**config.mk**
```make
export PLATFORM = sky130hd
export DESIGN_NAME = sdcard_block_reader
export DESIGN_NICKNAME = d
export VERILOG_FILES = /design/src/rtl/sdcard_block_reader.sv
export SDC_FILE = /design/constraint.sdc
export NUM_CORES = 1
export LEC_CHECK = 0
export CORE_MARGIN = 1.5
export CORE_UTILIZATION = 36
export CTS_CLUSTER_DIAMETER = 200
export DETAILED_ROUTE_END_ITERATION = 8
export GPL_TIMING_DRIVEN = 0
export SYNTH_ARGS = -nofsm -noshare
export SYNTH_HDL_FRONTEND = slang
export SYNTH_SLANG_ARGS = --single-unit
```
**constraint.sdc**
```tcl
create_clock -name clk -period 2.1 [get_ports clk]
set_input_delay 0.42 -clock clk [delete_from_list [all_inputs] [get_ports clk]]
set_output_delay 0.42 -clock clk [all_outputs]
set_load 0.005 [all_outputs]
```
**src/rtl/sdcard_block_reader.sv**
```systemverilog
// CMD17 single-sector read sequencer: masters the SD register port byte-by-byte
// and streams the 512 data bytes into a sector buffer.
module sdcard_block_reader #(
  parameter int R1_TIMEOUT    = 8,
  parameter int TOKEN_TIMEOUT = 4096
) (
  input  logic        clk,
  input  logic        rst,
  input  logic        start,
  input  logic [31:0] lba,
  input  logic        high_capacity,
  output logic        busy,
  output logic        done,
  output logic [1:0]  error,
  output logic [7:0]  status,
  output logic        sd_cs_n,
  output logic [1:0]  if_a,
  output logic [7:0]  if_d_out,
  input  logic [7:0]  if_d_in,
  output logic        if_cs,
  output logic        if_we,
  output logic        if_oe,
  output logic [8:0]  buf_a,
  output logic [7:0]  buf_d,
  output logic        buf_we
);
  typedef enum logic [2:0] {S_IDLE, S_SETUP, S_WR, S_POLL, S_RD, S_DONE} state_t;
  typedef enum logic [2:0] {P_PRE, P_CMD, P_R1, P_TOKEN, P_DATA, P_CRC, P_FIN} phase_t;

  localparam logic [15:0] R1_LAST  = 16'(R1_TIMEOUT - 1);
  localparam logic [15:0] TOK_LAST = 16'(TOKEN_TIMEOUT - 1);

  state_t      r_state;
  phase_t      r_phase;
  logic [15:0] r_cnt;
  logic [47:0] r_cmd;
  logic        r_busy, r_done, r_cs_n;
  logic [1:0]  r_error, r_if_a;
  logic [7:0]  r_status, r_if_d_out;
  logic        r_if_cs, r_if_we, r_if_oe, r_buf_we;
  logic [8:0]  r_buf_a;

  phase_t      w_ph_n;
  logic [7:0]  w_tx_n, w_stat_n;
  logic [15:0] w_cnt_n;
  logic [1:0]  w_err_n;
  logic        w_end;

  // Decision taken at the end of each byte transfer, using the byte just read.
  always_comb begin
    w_ph_n   = r_phase;
    w_tx_n   = 8'hFF;
    w_cnt_n  = r_cnt + 16'd1;
    w_err_n  = r_error;
    w_stat_n = r_status;
    w_end    = 1'b0;
    case (r_phase)
      P_PRE: begin w_ph_n = P_CMD; w_tx_n = r_cmd[47:40]; w_cnt_n = '0; end
      P_CMD:
        if (r_cnt == 16'd5) begin w_ph_n = P_R1; w_cnt_n = '0; end
        else w_tx_n = r_cmd[39:32];
      P_R1:
        if (if_d_in[7]) begin
          if (r_cnt == R1_LAST) begin w_ph_n = P_FIN; w_err_n = 2'b11; end
        end else begin
          w_stat_n = if_d_in;
          w_cnt_n  = '0;
          if (if_d_in != 8'h00) begin w_ph_n = P_FIN; w_err_n = 2'b01; end
          else w_ph_n = P_TOKEN;
        end
      P_TOKEN:
        if (if_d_in == 8'hFE) begin w_ph_n = P_DATA; w_cnt_n = '0; end
        else if (if_d_in == 8'hFF) begin
          if (r_cnt == TOK_LAST) begin w_ph_n = P_FIN; w_err_n = 2'b11; end
        end else begin
          w_stat_n = if_d_in; w_ph_n = P_FIN; w_err_n = 2'b10;
        end
      P_DATA: if (r_cnt == 16'd511) begin w_ph_n = P_CRC; w_cnt_n = '0; end
      P_CRC:  if (r_cnt == 16'd1) w_ph_n = P_FIN;
      default: w_end = 1'b1;
    endcase
  end

  always_ff @(posedge clk) begin
    if (rst) begin
      r_state <= S_IDLE;  r_phase <= P_PRE;  r_cnt <= '0;  r_cmd <= '0;
      r_busy <= 1'b0;  r_done <= 1'b0;  r_error <= '0;  r_status <= '0;
      r_cs_n <= 1'b1;  r_if_a <= '0;  r_if_d_out <= '0;
      r_if_cs <= 1'b0;  r_if_we <= 1'b0;  r_if_oe <= 1'b0;
      r_buf_a <= '0;  r_buf_we <= 1'b0;
    end else begin
      r_done   <= 1'b0;
      r_buf_we <= 1'b0;
      case (r_state)
        S_IDLE:
          if (start) begin
            r_busy   <= 1'b1;
            r_error  <= '0;
            r_status <= '0;
            r_cmd    <= {8'h51, (high_capacity ? lba : {lba[22:0], 9'd0}), 8'h95};
            r_phase  <= P_PRE;
            r_cnt    <= '0;
            r_state  <= S_SETUP;
            r_if_cs  <= 1'b1;  r_if_we <= 1'b1;  r_if_a <= 2'd0;  r_if_d_out <= 8'h08;
          end
        S_SETUP: begin r_state <= S_WR; r_if_a <= 2'd1; r_if_d_out <= 8'hFF; end
        S_WR:    begin r_state <= S_POLL; r_if_we <= 1'b0; r_if_oe <= 1'b1; r_if_a <= 2'd0; end
        S_POLL:
          if (if_d_in[7]) begin
            r_state <= S_RD;
            r_if_a  <= 2'd1;
            if (r_phase == P_DATA) begin r_buf_we <= 1'b1; r_buf_a <= r_cnt[8:0]; end
          end
        S_RD: begin
          r_phase  <= w_ph_n;
          r_cnt    <= w_cnt_n;
          r_error  <= w_err_n;
          r_status <= w_stat_n;
          if (r_phase == P_CMD) r_cmd <= {r_cmd[39:0], 8'h00};
          if (r_phase == P_PRE) r_cs_n <= 1'b0;
          // CS is released before the trailing byte so the card sees clocks with CS high
          if (w_ph_n == P_FIN && r_phase != P_FIN) r_cs_n <= 1'b1;
          if (w_end) begin
            r_state <= S_DONE;  r_done <= 1'b1;
            r_if_cs <= 1'b0;  r_if_oe <= 1'b0;  r_if_a <= '0;  r_if_d_out <= '0;
          end else begin
            r_state <= S_WR;
            r_if_we <= 1'b1;  r_if_oe <= 1'b0;  r_if_a <= 2'd1;  r_if_d_out <= w_tx_n;
          end
        end
        S_DONE:  begin r_busy <= 1'b0; r_state <= S_IDLE; end
        default: r_state <= S_IDLE;
      endcase
    end
  end

  assign busy     = r_busy;
  assign done     = r_done;
  assign error    = r_error;
  assign status   = r_status;
  assign sd_cs_n  = r_cs_n;
  assign if_a     = r_if_a;
  assign if_d_out = r_if_d_out;
  assign if_cs    = r_if_cs;
  assign if_we    = r_if_we;
  assign if_oe    = r_if_oe;
  assign buf_a    = r_buf_a;
  assign buf_we   = r_buf_we;
  // Read data goes straight through in the capture cycle
  assign buf_d    = r_buf_we ? if_d_in : 8'h00;
endmodule

```
# Yosys cells after proc, flatten, opt, wreduce, memory -nomap -nowiden
# Cells that the tools add are included.
[totals]
in_bits = 44
ff_bits = 106
out_inout_bits = 44
elab_cells = 139
[classes]
n_eq_ne = 31
bitwise_logic = 3
reduce_logical = 26
muxes = 62
add_sub_neg = 1
[op_table]
columns = ["operator", "n"]
rows = [
  ["$mux 48", 2],
  ["$pmux 48 s2", 1],
  ["$mux 16", 5],
  ["$pmux 16 s5", 1],
  ["$mux 8", 8],
  ["$pmux 8 s2", 3],
  ["$mux 3", 13],
  ["$eq 16x3->1 const B", 2],
  ["$mux 32", 1],
  ["$pmux 16 s2", 1],
  ["$pmux 8 s3", 1],
  ["$pmux 3 s6", 1],
  ["$add 16x1->16 const B", 1],
  ["$eq 16x1->1 const B", 1],
  ["$eq 16x12->1 const B", 1],
  ["$eq 16x9->1 const B", 1],
  ["$eq 8x8->1 const B", 2],
  ["$mux 2", 8],
  ["$eq 3x3->1 const B", 5],
  ["$pmux 3 s5", 1],
  ["$reduce_and 3->1", 5],
  ["$eq 3x2->1 const B", 4],
  ["$ne 3x3->1 const B", 4],
  ["$ne 4x4->1 const B", 3],
  ["other kinds (22)", 48],
]

# Depth between registers and ports, before layout
# Gate-level depths: netlist of run 1.
[logic_depth]
ltp_word = 9
depth_mapped = 8

# Worst setup path after synthesis of run 1
# Ideal clock, no wire load.
[synth_timing]
path_type = "reg2reg"
start = "register r_cnt[12]"
end = "register r_cnt[10]"
setup_ns = 0.131
path_stages_with_launch = 7
setup_slack_ns = -0.263
n_path_buf = 1
arrival_time_ns = 2.233
synth_period_minus_slack_ns = 2.363
path_cell_list = "dfxtp_1 or4_1 buf_2 or4_4 a32o_2 o31ai_4 nor2_1"
[synth_via]
elab_chain_cells = 4
elab_cells_between_ends = 6
[synth_lines]
columns = ["element", "line", "text"]
rows = [
  ["start, declared", "35", "logic [15:0] r_cnt;"],
  ["start signal, assigned", "116", "r_cnt <= w_cnt_n;"],
  ["$eq 16x9->1 or $eq 16x3->1 (tied branches)", "78, 60", ""],
  ["$mux 16 (on tied branches)", "78, 60", ""],
  ["$pmux 16 s5 *", "57", "case (r_phase)"],
  ["$pmux 16 s2 *", "94", "case (r_state)"],
]
# Mark *: on every way between the ends. The rest lies on a longest branch, timed or not.
# A chain may end at the register's enable or synchronous reset.

# Final worst setup path of run 1
[layout_timing]
start = "register r_cnt[5]"
end = "register r_cnt[6]"
[layout_via]
elab_chain_cells = 4
elab_cells_between_ends = 9
[layout_lines]
columns = ["element", "line", "text"]
rows = [
  ["$add 16x1->16, or another cell as far along", "53", "w_cnt_n = r_cnt + 16'd1;"],
  ["$mux 16 (on tied branches)", "--", ""],
  ["$pmux 16 s5 *", "57", ""],
  ["$pmux 16 s2 *", "94", ""],
]
# Marks and branches as above.

==> impl_metrics.csv, run 1 <==
group,metric,value,unit
run_status,status,"finished, violations left",
run_status,failed_checks,"negative setup slack",
timing,finClkSkew,0.00997,ns
timing,fin_crit,2.32,ns
placed_design,dp_cells,868,
finish,antenna_cells,0,
grt,grt_antenna_before_repair,0,
detailed_routing,vias,5062,
grt,grt_pass1_vias,4938,
detailed_routing,drc,0,
pwr,ir_drop,0.411,mV
timing,setup_viol,27,
synthesis,syn_inst,608,
placed_design,place_ws,-0.892,ns
finish,instances_no_fill,898,
clock_network,cts_hold_buffers,0,
synthesis,syn_area_per_cell,8.08,um2
clock_network,htree_levels,3,
grt,grt_overflow,0,
detailed_routing,drt_iter0_markers,379,
timing,final_max_slew_viol_count,0,
pwr,power_density,659,nW/um2
synthesis,ys_seq_area_share,39.9,%
synthesis,syn_nets,654,
clock_network,cts-buffers-inserted,9,
finish,syn2layout_area_growth,33.8,%
detailed_routing,avgViaCountPerCell,5.64,
clock_network,cts.sink_count,98,
clock_network,clk_pin_slew_worst_paths,0.07,ns
timing,min_period_over_period,110,%
die,row_count,42,
critical_path,start_kind,"register",
clock_network,cts_tree,"yes",
die,ios,88,
die,core_area,13300,um2
clock_network,clock_latency,0.36,ns
synthesis,synth_area,4910,um2
placed_design,place_hpwl,11000,um
timing,max_slew_margin,47.3,%
timing,hold_viol,0,
critical_path,cp_max_fo,6,
critical_path,critical_path_arrival,2.53,ns
grt,grt_max_degree,17,
detailed_routing,dr.pass1.iters,5,
finish,nets,763,
timing,rsz0062_at_grt,"true",
synthesis,ys_types,60,
timing,worst_slew_pin_slew,0.790,ns
run,max-cap-violations,0,
detailed_routing,wire_per_inst,17.1,um
critical_path,critical_path_class,"register to register",
timing,setup_ws,-0.216,ns
die,start_util,37.0,%
synthesis,synth_seq_cells,98,
die,die_h,120,um
finish,drive_gt1_share,14.4,%
critical_path,endpoint_kind,"register",
synthesis,synth_flop_cell,"dfxtp_1",
synthesis,async_reset_ff_share,0,%
grt,track_usage,21.9,%
die,fp.dieW,120,um
detailed_routing,ant_nets,0,
min_path,min_path_type,"primary input to register",
timing,whs,0.374,ns
detailed_routing,drt-total-wl,15300,um
die,die_area,14400,um2
timing,fmax,432,MHz
finish,layout_common_cells,"dfxtp_1 (91), clkdlybuf4s50_1 (81), nand2_1 (72), a21oi_1 (72), nor2_1 (50)",
clock_network,root_buffer,"clkbuf_16",
finish,fillCellCount,1278,
finish,final_common_cell,"dfxtp_1",
pwr,p_leak,2.45,nW
critical_path,cp.required,2.31,ns
clock_network,max-clock-path-buffers,2,
placed_design,place_congestion,0.878,
grt,grt_pass1_wl,24900,um
synthesis,yosys_warnings,0,
placed_design,io_buffers,84,
synthesis,synth_edf_count,0,
## Yosys cell counts, types with 5 or more instances
| master | number | area, um2 |
|---|---|---|
| dfxtp_1 | 98 | 1960 |
| a21oi_1 | 76 | 380 |
| nand2_1 | 72 | 270 |
| nor2_1 | 59 | 221 |
| clkbuf_1 | 35 | 131 |
| nand3_1 | 34 | 170 |
| mux2i_1 | 33 | 330 |
| o211ai_1 | 26 | 195 |
| o21ai_0 | 19 | 95.1 |
| nand4_1 | 15 | 93.8 |
| and2_1 | 12 | 75.1 |
| nor3_1 | 12 | 60.1 |
| o22a_1 | 8 | 70.1 |
| a211oi_1 | 7 | 52.6 |
| nor4_1 | 7 | 43.8 |
| xor2_1 | 7 | 61.3 |
| o22ai_1 | 6 | 37.5 |
| inv_1 | 5 | 18.8 |
## kinds of logic after synthesis
group                      Yosys count  share of synthesized area, %
DFF                                 98                          39.9
buffers and inverters               56                          5.32
AOI/OAI and AO/OA                  167                          21.7
muxes                               33                          6.72
and+or+nand+nor                    241                          24.0
adders and majority gates            2                         0.509
other                                1                        0.0763
xor gates and xnor gates            10                          1.78
## routing by layer
layer / global-route usage [%] / up-vias / routed length [um]
met5: 0 / - / 0
met1: 27.3 / 2442 / 6630
met2: 36.3 / 167 / 7470
li1: - / 2422 / -
met4: 10.8 / 0 / 386
met3: 4.13 / 31 / 845
## area by class of cell
cell class / instances / area [um2] / area share [%]
inverter: 5 / 18.8 / 0.285
clock buffer: 9 / 225 / 3.43
clock inverter: 7 / 68.8 / 1.05
timing repair buffer: 102 / 1000 / 15.2
sequential: 98 / 1980 / 30.1
multi-input combinational: 454 / 2810 / 42.7
buffer: 47 / 255 / 3.88
tap: 176 / 220 / 3.35
## state kept, by name, indices dropped and copies added (netlist names), 2 cells and up
register	count
buf_a	9
error	2
if_d_out	8
r_cmd	41
r_cnt	16
r_phase	3
r_state	3
status	8
## repair_timing
action | 4_1_cts | 5_1_grt
pin swaps | 10 | 6
setup endpoints to repair | 77 | 75
resized for setup | 34 | 38
buffers inserted | 11 | 7
## power by group
group          internal, mW  switching [mW]
Sequential             1.95          0.0592
Combinational         0.297           0.353
Clock                 0.921           0.754
Total                  3.17            1.17
## critical path, stage by stage, from the launching register on
cell and delay [ns]:
dfxtp_1 0.37, or4_4 0.60, or4_1 0.51, a32o_2 0.29, buf_12 0.14, o22ai_1 0.17, a21oi_1 0.09
## path summary, 6_finish.rpt
path / from / endpoint / slack (ns) / cells after the start
setup / recovery: r_cnt[5] / r_cnt[6] / -0.22 / 6
hold / removal: rst / error[1] / 0.37 / 3
setup reg to reg: r_cnt[5] / r_cnt[6] / -0.22 / 6
hold reg to reg: r_cmd[28] / r_cmd[28] / 0.45 / 2
## metrics by stage
stage | TNS (ns) | power, mW | utilization, % | area (um2)
2_1_floorplan | -2.31 | 2.39 | - | 4930
3_3_place_gp | -38.41 | 2.65 | 45.1 | 5990
3_5_place_dp | -42.82 | 2.67 | 45.1 | 5990
4_1_cts | -3.29 | 4.36 | 48.4 | 6440
5_1_grt | -5.16 | 4.51 | 49.4 | 6570
6_report | -3.53 | 4.33 | 49.4 | 6570
No activity file was read; power rests on OpenSTA's default activity.
==> inputs of run 2 (changes only) <==
==> constraint.sdc (replaced) <==
create_clock -name clk -period 2.1 [get_ports clk]
set_input_delay 0.315 -clock clk [delete_from_list [all_inputs] [get_ports clk]]
set_output_delay 0.315 -clock clk [all_outputs]
set_load 0.005 [all_outputs]
==> impl_metrics.csv, run 2 (synthesis results as in run 1) <==
group,metric,value,unit
die,start_util,37.0,%
die,die_h,120,um
finish,antenna_cells,0,
finish,instances_no_fill,902,
timing,worst_slew_pin_slew,0.775,ns
critical_path,critical_path_class,"register to register",
pwr,power,4.35,mW
timing,setup_viol,20,
finish,syn2layout_area_growth,35.8,%
die,fp.dieW,120,um
detailed_routing,avgViaCountPerCell,5.63,
pwr,p_int,3.17,mW
timing,fmax,436,MHz
pwr,p_sw,1.18,mW
run_status,status,"finished, violations left",
critical_path,path_cells,"or4_4, or4_4, a32o_2, o31ai_4, buf_6, nor2_1",
critical_path,slowest_delay,0.57,ns
critical_path,crit_top_cell,"or4_4",
clock_network,clk_pin_slew_worst_paths,0.07,ns
timing,max_slew_margin,48.3,%
pwr,combPwrFrac,15.3,%
timing,final_max_slew_viol_count,0,
grt,track_usage,21.9,%
critical_path,endpoint_kind,"register",
clock_network,cts_hold_buffers,0,
clock_network,root_buffer,"clkbuf_16",
critical_path,cp.required,2.36,ns
clock_network,cts-buffers-inserted,9,
timing,fin_crit,2.29,ns
clock_network,htree_levels,3,
die,ios,88,
pwr,ir_drop,0.411,mV
detailed_routing,drc,0,
finish,final_common_cell,"dfxtp_1",
grt,grtUsageMet3,4.18,%
timing,min_period_over_period,109,%
min_path,min_path_type,"primary input to register",
run_status,failed_checks,"negative setup slack",
finish,drive_gt1_share,16.0,%
timing,hold_viol,0,
pwr,p_leak,2.48,nW
placed_design,place_congestion,0.878,
placed_design,dp_cells,868,
detailed_routing,vias,5075,
timing,setup_ws,-0.192,ns
grt,use_met2,36.7,%
critical_path,cp_max_fo,4,
timing,finClkSkew,0.00834,ns
detailed_routing,drt_iter0_markers,342,
die,row_count,42,
pwr,switching_share,27.1,%
finish,largest_reg_flops,41,
critical_path,critical_path_arrival,2.55,ns
finish,nets,767,
grt,grt_pass1_vias,5004,
pwr,clockPowerShare,38.6,%
grt,use_met1,27.0,%
finish,layout_common_cells,"dfxtp_1 (91), clkdlybuf4s50_1 (84), nand2_1 (72), a21oi_1 (72), nor2_1 (51)",
detailed_routing,wire_per_inst,17.1,um
grt,grt_pass1_wl,24900,um
timing,rsz0062_at_grt,"true",
placed_design,postPlaceCellArea,5990,um2
grt,busiest_layer,"met2",
die,die_area,14400,um2
run,max-cap-violations,0,
clock_network,clock_latency,0.36,ns
critical_path,start_kind,"register",
placed_design,io_buffers,84,
grt,grt_max_degree,17,
placed_design,place_hpwl,11000,um
pwr,power_density,652,nW/um2
detailed_routing,drt-total-wl,15400,um
finish,fin_area,6670,um2
timing,whs,0.271,ns
clock_network,cts_tree,"yes",
clock_network,cts.sink_count,98,
finish,regMostFlops,"r_cmd",
clock_network,max-clock-path-buffers,2,
critical_path,worst_path_max_delay_cell,"or4_4",
grt,grt_overflow,0,
grt,grt_antenna_before_repair,0,
die,core_area,13300,um2
detailed_routing,dr.pass1.iters,6,
detailed_routing,ant_nets,0,
pwr,seq_power_share,46.1,%
==> run 2: what timing repair did <==
item                       4_1_cts  5_1_grt
resized for setup               44       47
setup buffers                   14        7
cloned                           0        0
setup endpoints to repair       77       76
pin swaps                       31       11
==> run 2: power by group through the flow <==
stage                     Combinational (mW)  Sequential, mW  Clock, mW
final                                  0.666            2.01       1.68
after global placement                 0.608            2.05          0
after detailed placement               0.617            2.05          0
after global routing                   0.729            2.02       1.78
after floorplan                        0.348            2.04          0
after CTS                              0.643            2.01       1.71
==> run 2: routing by layer <==
| metal | up-vias | share of wire, % |
|---|---|---|
| met1 | 2471 | 43 |
| met3 | 31 | 5.1 |
| met4 | 0 | 2.7 |
| li1 | 2428 | - |
| met5 | - | 0 |
| met2 | 145 | 49 |
==> run 2: final cells by class <==
type	count	area, um2
Timing Repair Buffer	105	1020
Inverter	5	18.8
Buffer	48	260
Clock inverter	7	68.8
Fill cell	1264	6620
Multi-Input combinational cell	454	2880
Tap cell	176	220
Sequential cell	98	1980
Clock buffer	9	225
==> run 2: final timing paths <==
check	startpoint	end	slack [ns]	depth (start not counted)
setup / recovery	r_cnt[13]	r_cnt[2]	-0.19	6
hold reg to reg	r_cmd[28]	r_cmd[28]	0.45	2
hold / removal	rst	error[1]	0.27	3
setup reg to reg	r_cnt[13]	r_cnt[2]	-0.19	6
==> run 2: critical path, delay by kind of cell (launching register included) <==
family | cells | cell delay [ns]
AOI/OAI and AO/OA | 2 | 0.53
and+or+nand+nor | 3 | 1.15
DFF | 1 | 0.33
buffers and inverters | 1 | 0.17
==> run 2: through the flow <==
stage / utilization [%] / TNS [ns] / setup slack, ns
after floorplan: - / -2.31 / -0.225
after global placement: 45.1 / -31.84 / -0.704
after detailed placement: 45.1 / -35.55 / -0.787
after CTS: 48.8 / -2.87 / -0.190
after global routing: 50.2 / -4.09 / -0.223
final: 50.2 / -3.03 / -0.192
